<file path="src/rtl/servant_sleep_ctrl.sv">
// servant_sleep_ctrl: LFOSC-domain sleep/wake sequencer that gates HFOSC and holds the core
// across a drain / sleep / settle cycle, waking on a programmable timer or an external event.
module servant_sleep_ctrl #(
    parameter int CNT_W         = 16,
    parameter int ENTRY_CYCLES  = 2,
    parameter int SETTLE_CYCLES = 2,
    parameter int SYNC_STAGES   = 2
) (
    input  logic             i_clk,
    input  logic             i_rst,
    input  logic             i_sleep_req,
    input  logic [CNT_W-1:0] i_sleep_cycles,
    input  logic             i_wake_evt,
    output logic             o_hf_en,
    output logic             o_core_hold,
    output logic             o_sleeping,
    output logic [1:0]       o_wake_cause
);
    localparam int PH_MAX = ENTRY_CYCLES > SETTLE_CYCLES ? ENTRY_CYCLES : SETTLE_CYCLES;
    localparam int PH_W = $clog2(PH_MAX + 1);
    localparam logic [PH_W-1:0] ENTRY_LAST = PH_W'(ENTRY_CYCLES - 1);
    localparam logic [PH_W-1:0] SETTLE_LAST = PH_W'(SETTLE_CYCLES - 1);

    typedef enum logic [1:0] {ST_RUN, ST_DRAIN, ST_SLEEP, ST_SETTLE} state_e;

    state_e                 state_q, state_d;
    logic [CNT_W-1:0]       timer_q, timer_d;
    logic [PH_W-1:0]        ph_q, ph_d;
    logic [1:0]             cause_q, cause_d;
    logic [SYNC_STAGES-1:0] req_sync_q, req_sync_d, evt_sync_q, evt_sync_d;
    logic                   req_prev_q;
    logic                   hf_en_q, hf_en_d, hold_q, hold_d, sleeping_q, sleeping_d;
    logic                   req_s, evt_s, req_edge, timer_done;

    assign req_s = req_sync_q[SYNC_STAGES-1];
    assign evt_s = evt_sync_q[SYNC_STAGES-1];
    assign req_edge = req_s & ~req_prev_q;
    assign req_sync_d = {req_sync_q[SYNC_STAGES-2:0], i_sleep_req};
    assign evt_sync_d = {evt_sync_q[SYNC_STAGES-2:0], i_wake_evt};

    always_ff @(posedge i_clk) begin
        if (i_rst) begin
            state_q    <= ST_RUN;
            timer_q    <= '0;
            ph_q       <= '0;
            cause_q    <= 2'b00;
            req_sync_q <= '0;
            evt_sync_q <= '0;
            req_prev_q <= 1'b0;
            hf_en_q    <= 1'b1;
            hold_q     <= 1'b0;
            sleeping_q <= 1'b0;
        end else begin
            state_q    <= state_d;
            timer_q    <= timer_d;
            ph_q       <= ph_d;
            cause_q    <= cause_d;
            req_sync_q <= req_sync_d;
            evt_sync_q <= evt_sync_d;
            req_prev_q <= req_s;
            hf_en_q    <= hf_en_d;
            hold_q     <= hold_d;
            sleeping_q <= sleeping_d;
        end
    end

    always_comb begin
        state_d    = state_q;
        timer_d    = timer_q;
        ph_d       = ph_q;
        cause_d    = cause_q;
        timer_done = 1'b0;
        case (state_q)
            ST_RUN: begin
                if (req_edge && evt_s) begin
                    cause_d = 2'b10;
                end else if (req_edge) begin
                    state_d = ST_DRAIN;
                    timer_d = i_sleep_cycles;
                    cause_d = 2'b00;
                    ph_d    = '0;
                end
            end
            ST_DRAIN: begin
                if (evt_s) begin
                    state_d = ST_RUN;
                    cause_d = 2'b10;
                end else if (ph_q == ENTRY_LAST) begin
                    state_d = ST_SLEEP;
                    ph_d    = '0;
                end else begin
                    ph_d = ph_q + 1'b1;
                end
            end
            ST_SLEEP: begin
                // A zero load never reaches 1, so only the event can wake
                timer_done = timer_q == CNT_W'(1);
                timer_d    = timer_q != '0 ? timer_q - 1'b1 : timer_q;
                if (timer_done || evt_s) begin
                    state_d = ST_SETTLE;
                    cause_d = {evt_s, timer_done};
                    ph_d    = '0;
                end
            end
            default: begin
                if (ph_q == SETTLE_LAST) begin
                    state_d = ST_RUN;
                    ph_d    = '0;
                end else begin
                    ph_d = ph_q + 1'b1;
                end
            end
        endcase
    end

    always_comb begin
        hf_en_d    = state_q != ST_SLEEP;
        hold_d     = state_q != ST_RUN;
        sleeping_d = state_q == ST_SLEEP;
    end

    assign o_hf_en      = hf_en_q;
    assign o_core_hold  = hold_q;
    assign o_sleeping   = sleeping_q;
    assign o_wake_cause = cause_q;
endmodule

</file>
<file path="config.mk">
export PLATFORM = sky130hd
export DESIGN_NAME = servant_sleep_ctrl
export DESIGN_NICKNAME = d
export VERILOG_FILES = /design/src/rtl/servant_sleep_ctrl.sv
export SDC_FILE = /design/constraint.sdc
export NUM_CORES = 1
export LEC_CHECK = 0
export BUFFER_PORTS_ARGS = -buffer_cell sky130_fd_sc_hd__buf_2
export CORE_MARGIN = 8
export CORE_UTILIZATION = 50
export CTS_CLUSTER_SIZE = 25
export DETAILED_ROUTE_END_ITERATION = 8
export PLACE_DENSITY = 0.75
export SYNTH_ARGS = -nofsm -noshare
export SYNTH_HDL_FRONTEND = slang
export SYNTH_SLANG_ARGS = --single-unit
</file>
<file path="constraint.sdc">
create_clock -name i_clk -period 4.4 [get_ports i_clk]
set_input_delay 0.66 -clock i_clk [delete_from_list [all_inputs] [get_ports i_clk]]
set_output_delay 0.66 -clock i_clk [all_outputs]
set_load 0.02 [all_outputs]
</file>
==> Word level (Yosys, flattened, before mapping) <==
Cells that the tools add are included.
Widths: inputs -> output; s select.
{ "word_totals": {"mem_count": 0, "elab_cells": 60, "ff_bits": 30, "mem_bits_rw": 0, "rom_bits": 0, "latch_bits": 0, "out_inout_bits": 5, "in_bits": 20} }
{ "op_classes": {"magnitude_cmp": 0, "n_mul": 0, "shift": 0, "mux": 21, "addsub": 2, "n_eq_ne": 13, "bitwise": 2, "reduce_logical": 12, "n_div": 0} }
{ "ops": {"columns": ["cell", "n"], "rows": [
  ["$mux 16", 3],
  ["$pmux 16 s2", 1],
  ["$mux 2", 14],
  ["$pmux 2 s3", 3],
  ["$eq 16x1->1 const B", 1],
  ["$reduce_bool 16->1", 1],
  ["$sub 16x1->16 const B", 1],
  ["$reduce_and 4->1", 3],
  ["$ne 2x2->1 const B", 5],
  ["$ne 3x3->1 const B", 2],
  ["$reduce_and 5->1", 1],
  ["$eq 2x1->1 const B", 2],
  ["$ne 2x1->1 const B", 2],
  ["$reduce_bool 2->1", 2],
  ["$reduce_bool 4->1", 1],
  ["$reduce_bool 3->1", 1],
  ["$add 2x1->2 const B", 1],
  ["$eq 2x2->1 const B", 1],
  ["$logic_not 2->1", 1],
  ["$and 1x1->1", 1],
  ["$logic_and 1x1->1", 1],
  ["$logic_or 1x1->1", 1],
  ["$not 1->1", 1]
]} }

==> Depth between registers and ports, before layout <==
{ "logic_depth": {"ltp_word": 5, "mapped_depth": 9, "ltp_nobuf": 7} }

==> Worst setup path before layout <==
No wires, ideal clock.
{ "synth_timing": {"path_kind": "flip-flop to flip-flop", "startpoint": "register timer_q[4]", "endpoint": "register cause_q[1], in the netlist o_wake_cause[1]", "path_buffers": 0, "stages_incl_launch_ff": 6, "arrival_time_ns": 2.090, "setup_slack_ns": 2.240, "period_less_slack_ns": 2.160, "path_cell_list": "dfxtp_1 -> or4_4 -> or4_4 -> o21a_1 -> or3_1 -> a21oi_1"} }
{ "synth_via": {"elab_chain_cells": 4} }
{ "synth_lines": {"columns": ["element", "line_no", "source"], "rows": [
  ["start: declaration", "27", "logic [CNT_W-1:0] timer_q, timer_d;"],
  ["start signal: assignment", "55", "timer_q <= timer_d;"],
  ["$eq 16x1->1", "97", "timer_done = timer_q == CNT_W'(1);"],
  ["$logic_or 1x1->1", "99", "if (timer_done || evt_s) begin"],
  ["$ne 2x1->1 (no source line)", null, null],
  ["$reduce_and 4->1 (no source line)", null, null],
  ["end signal: assignment", "57", "cause_q <= cause_d;"],
  ["end: declaration", "29", "logic [1:0] cause_q, cause_d;"]
]} }
No other way between the ends.
A chain may end at the register's enable or synchronous reset.

==> Final worst setup path <==
{ "layout_timing": {"startpoint": "register state_q[0]", "endpoint": "register timer_q[0]"} }
{ "layout_via": {"elab_chain_cells": 3, "word_cells_on_any_way": 8} }
{ "layout_lines": {"columns": ["element", "line_no", "source"], "rows": [
  ["start: declaration", "26", "state_e state_q, state_d;"],
  ["start signal: assignment", "54", "state_q <= state_d;"],
  ["$eq 2x2->1 *", null, null],
  ["named net sleeping_d", "32", "logic hf_en_q, hf_en_d, hold_q, hold_d, sleeping_q, sleeping_d;"],
  ["$ne 2x1->1 (no source line) or $reduce_bool 2->1 (tied branches)", null, null],
  ["$reduce_and 4->1 (no source line)", null, null]
]} }
Mark *: on every way through the listed nets, which the timed path passes. The rest lies on a longest branch.

==> reports/qor.yml <==
cts-htree-levels: 2
sw_frac_of_total_pct: 37.7
met2_usage_pct: 19.3
std_cell_rows: 21
busiest_layer: "met2"
die_y_um: 73.7
fp.dieW_um: 73.7
antenna_found_initial: 0
hold_slack_ns: 0.446
cts_buffers: 5
yosysWarnings: 0
drt_first_pass_iters: 5
portBuffers: 24
async_reset_ff_share_pct: 0
peakVddDrop_uv: 183
place_area_um2: 1790
synth_cell_types: 44
crit_slowest_cell: "ha_1"
final_cell_area_um2: 1850
drc_errors: 0
synth_area_um2: 1660
crit_chain: "inv_1, ha_1, mux2i_1, a21oi_1, o21ai_0, a221oi_1"
ys.flop_type: "dfxtp_1"
endpoint_kind: "flop"
switching_power_w: 0.000301
grt_pass1_wl_um: 5910
antenna_left: 0
cts_hold_buf: 0
routedWlPerCell_um: 13.3
use_met3_pct: 5.05
synth_enable_flop_cells: 0
fin_crit_sh_pct: 66.2
final.fill_count: 338
cts.sinks: 30
yosysTopAreaCell: "dfxtp_1"
drv_slew: 0
core-area_um2: 3260
cts_resized: 0
clkTransAtPathRegs_ns: 0.09
worstSkewPairLatency_ns: 0.34
yosys-top-cells-area: "dfxtp_1, a21oi_1, o21ai_0"
cts_tree: "yes"
seqPwrFrac_pct: 39.4
root_buffer: "clkbuf_4"
status: "finished clean"
syn-instance-count: 212
area.growth.synth_to_final_pct: 11.2
slew-limit-headroom_pct: 36.0
p_leak_nw: 0.764
die_area_um2: 5430
seq_area_um2: 601
finalNetCount: 257
skew_ns: 0.00633
ys_seq_elements: 30
io_pins: 25
viasPerCell: 5.45
power.clock.fraction_pct: 21.5
start_kind: "flop"
worst_pin_slew_ns: 0.960
postSynthAreaPerCell_um2: 7.85
grt_pass1_vias: 1287
drive_gt1_share_pct: 18.5
fmax_mhz: 343
vias: 1520
synth.top_cell.area_share_pct: 36.1
dpl.hpwl_um: 2640
dr.first_iter.drc_count: 164
pwr-share-comb_pct: 39.1
required_ns: 4.64
gp_congestion: 0.861
setup_viol: 0
start_util_pct: 51.1
final_common_cell: "dfxtp_1"
max_stage_delay_ns: 0.81
wirelength_um: 3710
grt_usage_pct: 14.1
grt.overflow.total: 0
finalHoldViolations: 0
setup-tns-final_ns: 0
p_int_w: 0.000498
power_density_nw_per_um2: 432
synth_nets: 237
grt_max_degree: 32
yosysSeqAreaShare_pct: 36.1
antenna_cells: 0
use_met1_pct: 18.3
worstHoldPathType: "flop to flop"
worstPathArrival_ns: 3.16
cts_max_path_buffers: 2
crit_type: "flop to flop"
worst-path-max-fanout: 31
rsz0062_at_grt: "no"
postCtsSetupRepairBufs: 0
multi_input_area_um2: 967
final_cell_mix: "dfxtp_1, buf_2, a21oi_1"
period_needed_ns: 2.91
max_cap_viol_count: 0
-- critical path: cells and delay by family, from the launching register on --
| family | cells | cell delay, ns |
|---|---|---|
| buffers and inverters | 1 | 0.11 |
| AO/OA/AOI/OAI | 3 | 1.23 |
| multiplexers | 1 | 0.35 |
| adder cells (fa/ha/maj) | 1 | 0.81 |
| flip-flops | 1 | 0.32 |
-- final timing paths --
| check | endpoint | cells past startpoint | start | slack [ns] |
|---|---|---|---|---|
| worst min-delay path | req_sync_q[1] | 1 | req_sync_q[0] | 0.45 |
| worst min register to register | req_sync_q[1] | 1 | req_sync_q[0] | 0.45 |
| worst max register to register | timer_q[0] | 6 | state_q[0] | 1.49 |
| worst max-delay path | timer_q[0] | 6 | state_q[0] | 1.49 |
-- per-layer routing --
metal | wire, µm | part of all wire, %
met1 | 1820 | 49
met2 | 1560 | 42
met3 | 235 | 6.3
met4 | 94 | 2.5
met5 | 0 | 0
-- cells in the mapped netlist (all sizes together), types with 3 or more instances --
library cell	n
buf	3
clkbuf	8
mux2i	3
nor2b	10
a21oi	22
nand2	18
o21ai	16
or2	3
nor2	16
nor3b	3
nor3	11
o32ai	4
or3	4
dfxtp	30
inv	11
ha	5
or4	3
nand3	8
-- state kept, by name (all words and copies together), names as in the netlist --
| register | flops |
|---|---|
| ph_q | 2 |
| o_wake_cause | 2 |
| state_q | 2 |
| o_sleeping | 1 |
| timer_q | 16 |
| req_sync_q | 2 |
| o_hf_en | 1 |
| o_core_hold | 1 |
| evt_sync_q | 2 |
| req_prev_q | 1 |
-- through the flow --
stage	setup slack, ns	cells	power [W]	utilization [%]
4_1_cts	1.51	279	0.000804	56.8
6_report	1.49	279	0.000799	56.8
3_3_place_gp	1.61	271	0.000630	55.0
2_1_floorplan	2.24	212	0.000569	-
3_5_place_dp	1.57	271	0.000630	55.0
5_1_grt	1.10	279	0.000857	56.8
-- power groups by stage --
stage	clock [W]	sequential (W)	combinational (W)
6_report	0.000172	0.000315	0.000312
5_1_grt	0.000187	0.000319	0.000351
4_1_cts	0.000178	0.000315	0.000312
3_5_place_dp	0	0.000321	0.000309
3_3_place_gp	0	0.000321	0.000309
2_1_floorplan	0	0.000322	0.000246
-- kinds of logic after synthesis --
| group | after synthesis | synth area share [%] |
|---|---|---|
| AND/OR/NAND/NOR | 86 | 27.4 |
| AO/OA/AOI/OAI | 64 | 24.4 |
| flip-flops | 30 | 36.1 |
| buffers and inverters | 23 | 5.79 |
| adder cells (fa/ha/maj) | 5 | 3.76 |
| multiplexers | 4 | 2.48 |
-- final cells by class --
class                           count  share of cell area [%]
Multi-Input combinational cell    159                    52.3
Sequential cell                    30                    32.5
Timing Repair Buffer               24                    6.49
Tap cell                           46                    3.11
Clock buffer                        7                    2.97
Inverter                           12                    2.43
Clock inverter                      1                   0.270
Note: power is estimated with default switching activity, not from simulation.
